$ cat src/rtl/int2float_pipe_pkg.sv
// Shared constants and helpers for the integer-to-float pipeline.
package int2float_pipe_pkg;

   localparam logic RND_TRUNC = 1'b0;
   localparam logic RND_RNE   = 1'b1;

   // Smallest exponent width able to hold the largest exponent W-MW.
   function automatic int unsigned min_ew(input int unsigned w, input int unsigned mw);
      return $clog2(w - mw + 1);
   endfunction

endpackage

$ cat src/rtl/int2float_pipe_lod.sv
// Leading-one detector: priority encoder reporting the highest set bit and an all-zero flag.
module int2float_pipe_lod #(
   parameter int unsigned W  = 11,
   parameter int unsigned PW = 4
) (
   input  logic [W-1:0]  data,
   output logic [PW-1:0] pos,
   output logic          zero
);

   always_comb begin
      pos = '0;
      for (int i = 0; i < int'(W); i++) begin
         if (data[i]) pos = PW'(i);
      end
   end

   assign zero = (data == '0);

endmodule

$ cat src/rtl/int2float_pipe.sv
// Two-stage integer to small-float converter with truncate/RNE rounding and saturation.
module int2float_pipe
   import int2float_pipe_pkg::*;
#(
   parameter int unsigned W      = 11,
   parameter int unsigned MW     = 4,
   parameter int unsigned EW     = 3,
   parameter bit          SIGNED = 1'b0
) (
   input  logic          clk,
   input  logic          rst,
   input  logic          in_valid,
   output logic          in_ready,
   input  logic [W-1:0]  in_data,
   input  logic          in_rnd,
   output logic          out_valid,
   input  logic          out_ready,
   output logic          out_sign,
   output logic [EW-1:0] out_exp,
   output logic [MW-1:0] out_man,
   output logic          out_inexact,
   output logic          out_ovf,
   output logic [15:0]   conv_cnt
);

   localparam int unsigned PW   = $clog2(W);
   localparam int unsigned XW   = PW + 1;
   localparam int unsigned EMAX = W - MW;
   localparam logic [MW-1:0] MAN_CARRY = MW'(1) << (MW - 1);

   if (W <= MW) begin : g_bad_w
      $error("int2float_pipe: W (%0d) must exceed MW (%0d)", W, MW);
   end
   if (EW < min_ew(W, MW)) begin : g_bad_ew
      $error("int2float_pipe: EW (%0d) too small for W-MW (%0d)", EW, W - MW);
   end

   logic          s1_valid;
   logic [W-1:0]  s1_mag;
   logic [PW-1:0] s1_pos;
   logic          s1_zero;
   logic          s1_sign;
   logic          s1_rnd;

   logic          adv1;
   logic          adv2;

   assign adv2     = !out_valid || out_ready;
   assign adv1     = !s1_valid || adv2;
   assign in_ready = adv1;

   // Stage 1: magnitude and leading-one position.
   logic          neg_c;
   logic [W-1:0]  mag_c;
   logic [PW-1:0] pos_c;
   logic          zero_c;

   assign neg_c = SIGNED && in_data[W-1];
   assign mag_c = neg_c ? (~in_data + W'(1)) : in_data;

   int2float_pipe_lod #(.W(W), .PW(PW)) lod (
      .data (mag_c),
      .pos  (pos_c),
      .zero (zero_c)
   );

   // Stage 2: align, round and saturate.
   logic [PW-1:0] sh;
   logic [MW-1:0] top;
   logic [W-1:0]  rem;
   logic [W-1:0]  half;
   logic          rnd_up;
   logic [MW:0]   man_r;
   logic [XW-1:0] exp_r;
   logic [EW-1:0] exp_c;
   logic [MW-1:0] man_c;
   logic          inx_c;
   logic          ovf_c;

   always_comb begin
      sh     = '0;
      top    = '0;
      rem    = '0;
      half   = '0;
      rnd_up = 1'b0;
      man_r  = '0;
      exp_r  = '0;
      exp_c  = '0;
      man_c  = s1_mag[MW-1:0];
      inx_c  = 1'b0;
      ovf_c  = 1'b0;
      if (!s1_zero && (s1_pos >= PW'(MW))) begin
         sh     = s1_pos - PW'(MW - 1);
         top    = MW'(s1_mag >> sh);
         rem    = s1_mag & ((W'(1) << sh) - W'(1));
         half   = W'(1) << (sh - PW'(1));
         inx_c  = (rem != '0);
         rnd_up = (s1_rnd == RND_RNE) && ((rem > half) || ((rem == half) && top[0]));
         man_r  = {1'b0, top} + (MW + 1)'(rnd_up);
         exp_r  = XW'(sh) + XW'(man_r[MW]);
         man_c  = man_r[MW] ? MAN_CARRY : man_r[MW-1:0];
         exp_c  = EW'(exp_r);
         if (exp_r > XW'(EMAX)) begin
            exp_c = EW'(EMAX);
            man_c = '1;
            ovf_c = 1'b1;
            inx_c = 1'b1;
         end
      end
   end

   always_ff @(posedge clk) begin
      if (rst) begin
         s1_valid    <= 1'b0;
         s1_mag      <= '0;
         s1_pos      <= '0;
         s1_zero     <= 1'b0;
         s1_sign     <= 1'b0;
         s1_rnd      <= 1'b0;
         out_valid   <= 1'b0;
         out_sign    <= 1'b0;
         out_exp     <= '0;
         out_man     <= '0;
         out_inexact <= 1'b0;
         out_ovf     <= 1'b0;
         conv_cnt    <= '0;
      end else begin
         if (adv1) begin
            s1_valid <= in_valid;
            if (in_valid) begin
               s1_mag  <= mag_c;
               s1_pos  <= pos_c;
               s1_zero <= zero_c;
               s1_sign <= neg_c;
               s1_rnd  <= in_rnd;
            end
         end
         if (adv2) begin
            out_valid <= s1_valid;
            if (s1_valid) begin
               out_sign    <= s1_sign;
               out_exp     <= exp_c;
               out_man     <= man_c;
               out_inexact <= inx_c;
               out_ovf     <= ovf_c;
            end
         end
         if (out_valid && out_ready) conv_cnt <= conv_cnt + 16'd1;
      end
   end

endmodule

$ cat config.mk
export PLATFORM = sky130hd
export DESIGN_NAME = int2float_pipe
export DESIGN_NICKNAME = d
export VERILOG_FILES = /design/src/rtl/int2float_pipe_pkg.sv /design/src/rtl/int2float_pipe_lod.sv /design/src/rtl/int2float_pipe.sv
export SDC_FILE = /design/constraint.sdc
export NUM_CORES = 1
export LEC_CHECK = 0
export ABC_AREA = 1
export BUFFER_PORTS_ARGS = -buffer_cell sky130_fd_sc_hd__buf_2
export CAP_MARGIN = 20
export CELL_PAD_IN_SITES_DETAIL_PLACEMENT = 1
export CELL_PAD_IN_SITES_GLOBAL_PLACEMENT = 2
export CORE_ASPECT_RATIO = 0.75
export CORE_MARGIN = 1
export CORE_UTILIZATION = 28
export CTS_CLUSTER_SIZE = 40
export DETAILED_ROUTE_END_ITERATION = 6
export PLACE_DENSITY = 0.86
export SYNTH_ARGS = -nofsm -noshare
export SYNTH_HDL_FRONTEND = slang
export SYNTH_HIERARCHICAL = 1
export SYNTH_SLANG_ARGS = --single-unit
$ cat constraint.sdc
create_clock -name clk -period 4.4 [get_ports clk]
set_input_delay 0.22 -clock clk [delete_from_list [all_inputs] [get_ports clk]]
set_output_delay 0.22 -clock clk [all_outputs]
set_load 0.01 [all_outputs]
==> results.md, run 1 <==
- Run status: finished, violations left
- Failing checks: setup timing
- Critical Setup Path Class: reg2reg
- Die Height: 95.4 µm
- GPL Wtd Cong: 0.906
- Distinct cell type count after synthesis: 40
- CTS tree: yes
- DIE WIDTH: ~130 µm
- Combinational fraction of design power: about 34%
- Remaining global-route overflow: 0
- Syn Nets: about 550
- Antenna fix cells: 0
- Synth Instances: 514
- Yosys top cell by area: dfxtp_1
- Worst VDD drop: 0.156 mV
- Dpl cells: roughly 740
- Fraction of registers with async set/reset: 0%
- Hold Vio Cnt, Final: 0
- Psw: 0.000427 W
- Seq cells post-synth: 44
- Layout cells sized above 1: 33.7%
- Worst R2R Setup Slack: -0.23 ns
- Clock sink count: 44
- Max clock buf depth: 2
- I/O pin count: 44
- Reg2reg start: s1_pos[1]
- DRT iter0 DRCs: 162
- Sequential share of power: approximately 36%
- Reg2Reg Capture Point: out_inexact
- Power per cell area: 270 mW/mm²
- Die footprint: 0.0121 mm²
- Antenna violations before repair: 0
- Core region area: approximately 0.011 mm²
- Commonest non-fill, non-tap cell in the layout: nand2_1
- Global-route wire length before repair: 19100 µm
- Tmin final: 4.63 ns
- Hold EP: s1_rnd
- Setup violators final: 9
- All-Layer GR Usage: approximately 20%
- Nets: 650
- Fraction of power spent switching nets: 34.9%
- CP required: 4.57 ns
- Post-synthesis average cell area: 6.34 µm²
- Hold-critical path depth: 3
- DRC: 0
- H-tree depth: 2
- Final Max Slew Viols: 0
- Worst Slack Setup Final: -0.229 ns
- Vias in the first global route: 3751
- Wire per inst: around 16 µm
- FMAX: approximately 220 MHz
- Hold Path Class: in2reg
- CP Data Arrival Time: 4.80 ns
- Primary FF master, synth: dfxtp_1
- Worst-skew pair later-pin latency: 0.29 ns
- Worst Skew: about 0.0076 ns
- Reg clk slew, reported paths: approximately 0.070 ns
- Clk root buf: clkbuf_16
- Slowest stage delay, CP: ~0.38 ns
- Vias: 3711
- Detail Placement HPWL: 9180 µm
- # fillers: 1439
- Ranking of synthesized cells by area: dfxtp_1 (27%), nand2_1 (13%), ha_1 (8.8%)
- Leakage power: ~2.1 nW
- Vias per std cell: 4.93
- Crit-path most repeated cell: ha_4
- Most frequent cells in the layout: nand2_1 (96), inv_1 (63), buf_4 (57)
- FF-to-FF path depth: 32
- Critical path fanouts, max: 4
- DP Area: 0.00398 mm²
- RSZ-0062 raised after global routing: yes
- Post-layout instance area: 0.00454 mm²
- # rows: 33
- Crit start category: flip-flop
- Post-synthesis instance area: 0.00326 mm²
- Proportion of power drawn by the clock network: a little under a third
- Slew Limit Headroom: between 50% and 60%
- Synth top area share: 27.0%
- Post-synth EDFFs: 0
- Drt pass-1 iters: 4
- Area Overhead vs Synth: 39.4%
- Num CTS Buffers: 5
- Fin util: 40.9%
- Max-cap violations: 0
- Sequential cell area fraction in the yosys report: between 20 and 30%
- Post-CTS Hold Fix Bufs: 0
- Slew @ Worst Pin: 0.664 ns
- Non-Filler Instances: 752
- YS warnings: 6
- Initial Utilization: 29.3%
- Hold_sp: in_rnd
- Total Wirelength: 11700 µm
- Highest-delay cell along the critical path: dfxtp_4
- Crit end category: flip-flop
- Internal: 0.000797 W
- Largest net degree at the start of global routing: 34
- Sum Neg Setup Slack: -0.830 ns
- Routed Antenna Nets: 0
- Port bufs: 42
- Final worst-path cycle share: 105%
[worst max-delay path by stage]
stage / startpoint / to / slack [ns] / cells after the start
floorplan: s1_pos[0] / out_inexact / 0.003 / 37
global placement: s1_pos[0] / out_inexact / -0.15 / 34
detailed placement: s1_pos[0] / out_man[1] / -0.43 / 34
CTS: s1_pos[1] / out_inexact / 0.003 / 36
global route: s1_pos[1] / out_inexact / -0.53 / 32
finish: s1_pos[1] / out_inexact / -0.23 / 32
[flip-flops by register name, indices dropped and copies added, names as in the netlist]
| name | flops |
|---|---|
| s1_rnd | 1 |
| s1_mag | 11 |
| s1_valid | 1 |
| s1_pos | 4 |
| out_man | 4 |
| s1_zero | 1 |
| out_ovf | 1 |
| conv_cnt | 16 |
| out_valid | 1 |
| out_inexact | 1 |
| out_exp | 3 |
[timing repair]
action	4_1_cts	5_1_grt
setup buffers	6	2
cloned	0	0
resized for setup	62	31
pin swaps	18	26
setup endpoints to repair	9	9
[cells by family (layout without fill, tap and decap cells)]
| family | after synthesis | after routing | synth area share (%) |
|---|---|---|---|
| flops | 44 | 44 | 27.0 |
| fa+ha+maj | 23 | 23 | 8.84 |
| compound gates | 110 | 110 | 18.0 |
| xor+xnor | 3 | 3 | 0.807 |
| other cells | 1 | 1 | 0.115 |
| buf+inv | 92 | 190 | 11.9 |
| simple gates | 241 | 241 | 33.3 |
[worst max-delay path: cells and delay by family (launching register included)]
family,cells,cell delay [ns]
AOI/OAI and AO/OA,9,1.24
adders and majority gates,7,1.26
buffers and inverters,2,0.09
DFF,1,0.38
and+or+nand+nor,14,1.50
[through the flow]
step           total power, W  worst slack [ns]  hold slack, ns
2_1_floorplan        0.000644           0.00283           0.387
3_3_place_gp         0.000770            -0.147           0.454
3_5_place_dp         0.000781            -0.433           0.457
4_1_cts               0.00120           0.00268           0.198
5_1_grt               0.00130            -0.528           0.196
6_report              0.00122            -0.229           0.200
[per-layer routing]
layer | part of all wire (%) | vias up | global-route usage (%)
met1 | 52 | 1753 | 28.3
li1 | - | 1879 | -
met4 | 2.1 | 0 | 4.72
met2 | 43 | 59 | 32.6
met5 | 0 | - | 0
met3 | 3.2 | 20 | 3.70
[power by group through the flow]
stage	sequential, W	clock [W]	combinational (W)
floorplan	0.000440	0	0.000204
global route	0.000439	0.000397	0.000461
detailed placement	0.000444	0	0.000337
finish	0.000437	0.000373	0.000414
global placement	0.000443	0	0.000326
CTS	0.000436	0.000382	0.000380
[synth_stat cells, types with 6 or more instances]
library cell,instances
nand3_1,39
nand4_1,6
dfxtp_1,44
ha_1,23
a21oi_1,47
nand2_2,9
o21ai_0,48
nor2_1,42
nor3_1,14
nand2_1,113
inv_1,71
[area by class of cell]
cell class	instances	area (µm²)	area share [%]
Clock buffer	5	125	2.76
Sequential cell	44	890	19.6
Inverter	77	289	6.37
Multi-Input combinational cell	378	2340	51.5
Tap cell	140	175	3.86
Clock inverter	3	18.8	0.413
Timing Repair Buffer	105	706	15.5
Power figures use the tool's default switching activity.
==> run 2, diff against run 1 <==
ABC_AREA = not set   (was 1)
CORE_UTILIZATION = 31   (was 28)
PLACE_DENSITY = 0.87   (was 0.86)
==> results.md, run 2 <==
- Run status: finished, violations left
- Failing checks: setup timing
- Main combinational cell family by area after synthesis: simple AND/OR/NAND/NOR gates
- Hold-critical path depth: 3
- Multiplexer area fraction after synthesis: 6.85%
- Post-CTS Hold Fix Bufs: 0
- Distinct cell type count after synthesis: 64
- Post-synthesis average cell area: 7.89 µm²
- All-Layer GR Usage: 21.8%
- Global-route wire length before repair: 18700 µm
- Largest regs: conv_cnt: 16 flops, s1_mag: 11 flops
- Fraction of registers with async set/reset: 0%
- Core region area: 0.0103 mm²
- Hold Path Class: in2reg
- Final Hold Slack: approximately 0.18 ns
- Max reg flops: 16
- Slew Limit Headroom: 46.8%
- Synth top area share: 26.7%
- Adder-cell share of the synthesized area: 8.71%
- Critical Setup Path Class: reg2reg
- Post-Synth Simple-Gate Area: 27.9%
- Antenna violations before repair: 0
- Power, Total: about 0.0011 W
- Die footprint: ~0.011 mm²
- Synth Area in XOR/XNOR: 7.38%
- Area Overhead vs Synth: 37.2%
- Seq cells post-synth: 44
- Final Max Slew Viols: 0
- Synth Instances: ~420
- Die Height: between 90 and 100 µm
- Commonest non-fill, non-tap cell in the layout: nand2_1
- I/O pin count: 44
- Setup violators final: 9
- Crit-path most repeated cell: ha_4
- CP Depth: 28
- GPL Wtd Cong: ~0.88
- Initial Utilization: a little under a third
- Primary FF master, synth: dfxtp_1
- Yosys top cell by area: dfxtp_1
- Most frequent cells in the layout: nand2_1 (76), buf_4 (62), nor2_1 (46)
- Detail Placement HPWL: 9060 µm
- Num CTS Buffers: 5
- Gr busiest metal: met2
- Post-synthesis instance area: 0.00330 mm²
- Crit end category: flip-flop
- Buf+Inv Stages, Crit Path: 1
- Vias per std cell: 5.26
- Vias: roughly 3400
- Crit start category: flip-flop
- Max clock buf depth: 2
- Routed Antenna Nets: 0
- Worst-skew pair later-pin latency: 0.29 ns
- Clock sink count: between 40 and 50
- Drt pass-1 iters: 4
- Vias in the first global route: 3553
- Met1 usage: 29.8%
- Post-synth EDFFs: 0
- CP required: 4.57 ns
- Most numerous cell in the Yosys netlist: nand2_1
- FMAX: 182 MHz
- Wire per inst: 18.0 µm
- H-tree depth: 2
- Worst Slack Setup Final: -1.08 ns
- GRT met2 Usage: 35.9%
- Critical path fanouts, max: 6
- Max-cap violations: 0
- Leakage power: 1.92 nW
- Highest-delay cell along the critical path: or4b_1
- Worst VDD drop: 0.174 mV
- Slew @ Worst Pin: 0.799 ns
- Total Wirelength: 11700 µm
- # fillers: 1261
- Power per cell area: 250 mW/mm²
- Worst Skew: 0.00586 ns
- Remaining global-route overflow: 0
- Tmin final: approximately 5.5 ns
- FF-to-FF path depth: 28
- Sequential cell area fraction in the yosys report: 26.7%
- Slowest stage delay, CP: 0.49 ns
- Layout cells sized above 1: 32.8%
- CTS tree: yes
- Antenna fix cells: 0
- Largest reg by FF count: conv_cnt
- Sum Neg Setup Slack: -7.26 ns
- RSZ-0062 raised after global routing: yes
- DRT iter0 DRCs: between 200 and 300
- Met3 usage: 2.83%
- Largest net degree at the start of global routing: 44
- Clk root buf: clkbuf_16
- Port bufs: 42
- Top Family by Delay on Critical Path: compound AO/OA/AOI/OAI gates
- CP Data Arrival Time: 5.66 ns
- # rows: 32
- Syn Nets: 458
- Final worst-path cycle share: 125%
- Nets: 553
- Hold Vio Cnt, Final: 0
- Compound-gate portion of the synthesized area: 18.0%
- DRC: 0
- Reg clk slew, reported paths: 0.07 ns
- Synth top cells by count: nand2_1 (77), nor2_1 (46), dfxtp_1 (44)
- Ranking of synthesized cells by area: dfxtp_1 (27%), nand2_1 (8.7%), ha_1 (8.7%)
- YS warnings: 6
- DIE WIDTH: 121 µm
## run 2: final cells by class
type / instances / area (µm²) / share of cell area [%]
multi-input cells: 342 / 2500 / 55.2
repair buffers: 110 / 761 / 16.8
well taps: 136 / 170 / 3.75
flip-flops and latches: 44 / 888 / 19.6
clock inverters: 2 / 16.3 / 0.359
inverters: 11 / 43.8 / 0.966
clock buffers: 6 / 150 / 3.31
## run 2: worst paths after layout
path | from | to | slack (ns)
worst max-delay path | s1_pos[1] | out_inexact | -1.08
worst min-delay path | in_valid | s1_valid | 0.18
worst max register to register | s1_pos[1] | out_inexact | -1.08
worst min register to register | out_exp[0] | out_exp[0] | 0.45
## run 2: logic make-up (layout without fill, tap and decap cells)
| logic type | count (synthesis) | after routing |
|---|---|---|
| AO/OA/AOI/OAI | 87 | 87 |
| XOR/XNOR | 24 | 24 |
| adder cells (fa/ha/maj) | 23 | 23 |
| buffers and inverters | 33 | 129 |
| flip-flops | 44 | 44 |
| multiplexers | 16 | 16 |
| other | 1 | 1 |
| AND/OR/NAND/NOR | 191 | 191 |
## run 2: through the flow
stage,instances,area (µm²),utilization (%),setup slack (ns)
floorplan,419,3450,-,-0.967
global placement,633,4160,40.3,-0.820
detailed placement,633,4160,40.3,-1.09
CTS,650,4500,43.5,-1.03
global route,651,4530,43.9,-1.28
finish,651,4530,43.9,-1.08
## run 2: routing by layer
| metal | wire length [µm] | share of wire [%] |
|---|---|---|
| met1 | 5620 | 48 |
| met2 | 5440 | 46 |
| met3 | 496 | 4.2 |
| met4 | 158 | 1.3 |
| met5 | 0 | 0 |
## run 2: worst reg2reg max path: cells and delay by family (launching register included)
kind	cells	cell delay, ns
multiplexers	1	0.11
buffers and inverters	1	0.03
adder cells (fa/ha/maj)	7	1.39
AND/OR/NAND/NOR	7	1.41
AO/OA/AOI/OAI	12	2.10
flip-flops	1	0.36
## run 2: timing repair
| item | CTS | global route |
|---|---|---|
| endpoints found under the setup margin | 9 | 9 |
| resized for setup | 19 | 8 |
| pin swaps | 15 | 15 |
| setup buffers | 9 | 3 |
## run 2: report_power, final
group          internal, W  total (W)  leakage, nW  switching (W)
Combinational     0.000130   0.000290         1.48       0.000160
Sequential        0.000411   0.000428        0.360      0.0000169
Clock             0.000247   0.000417       0.0786       0.000170
Total             0.000788    0.00113         1.92       0.000347
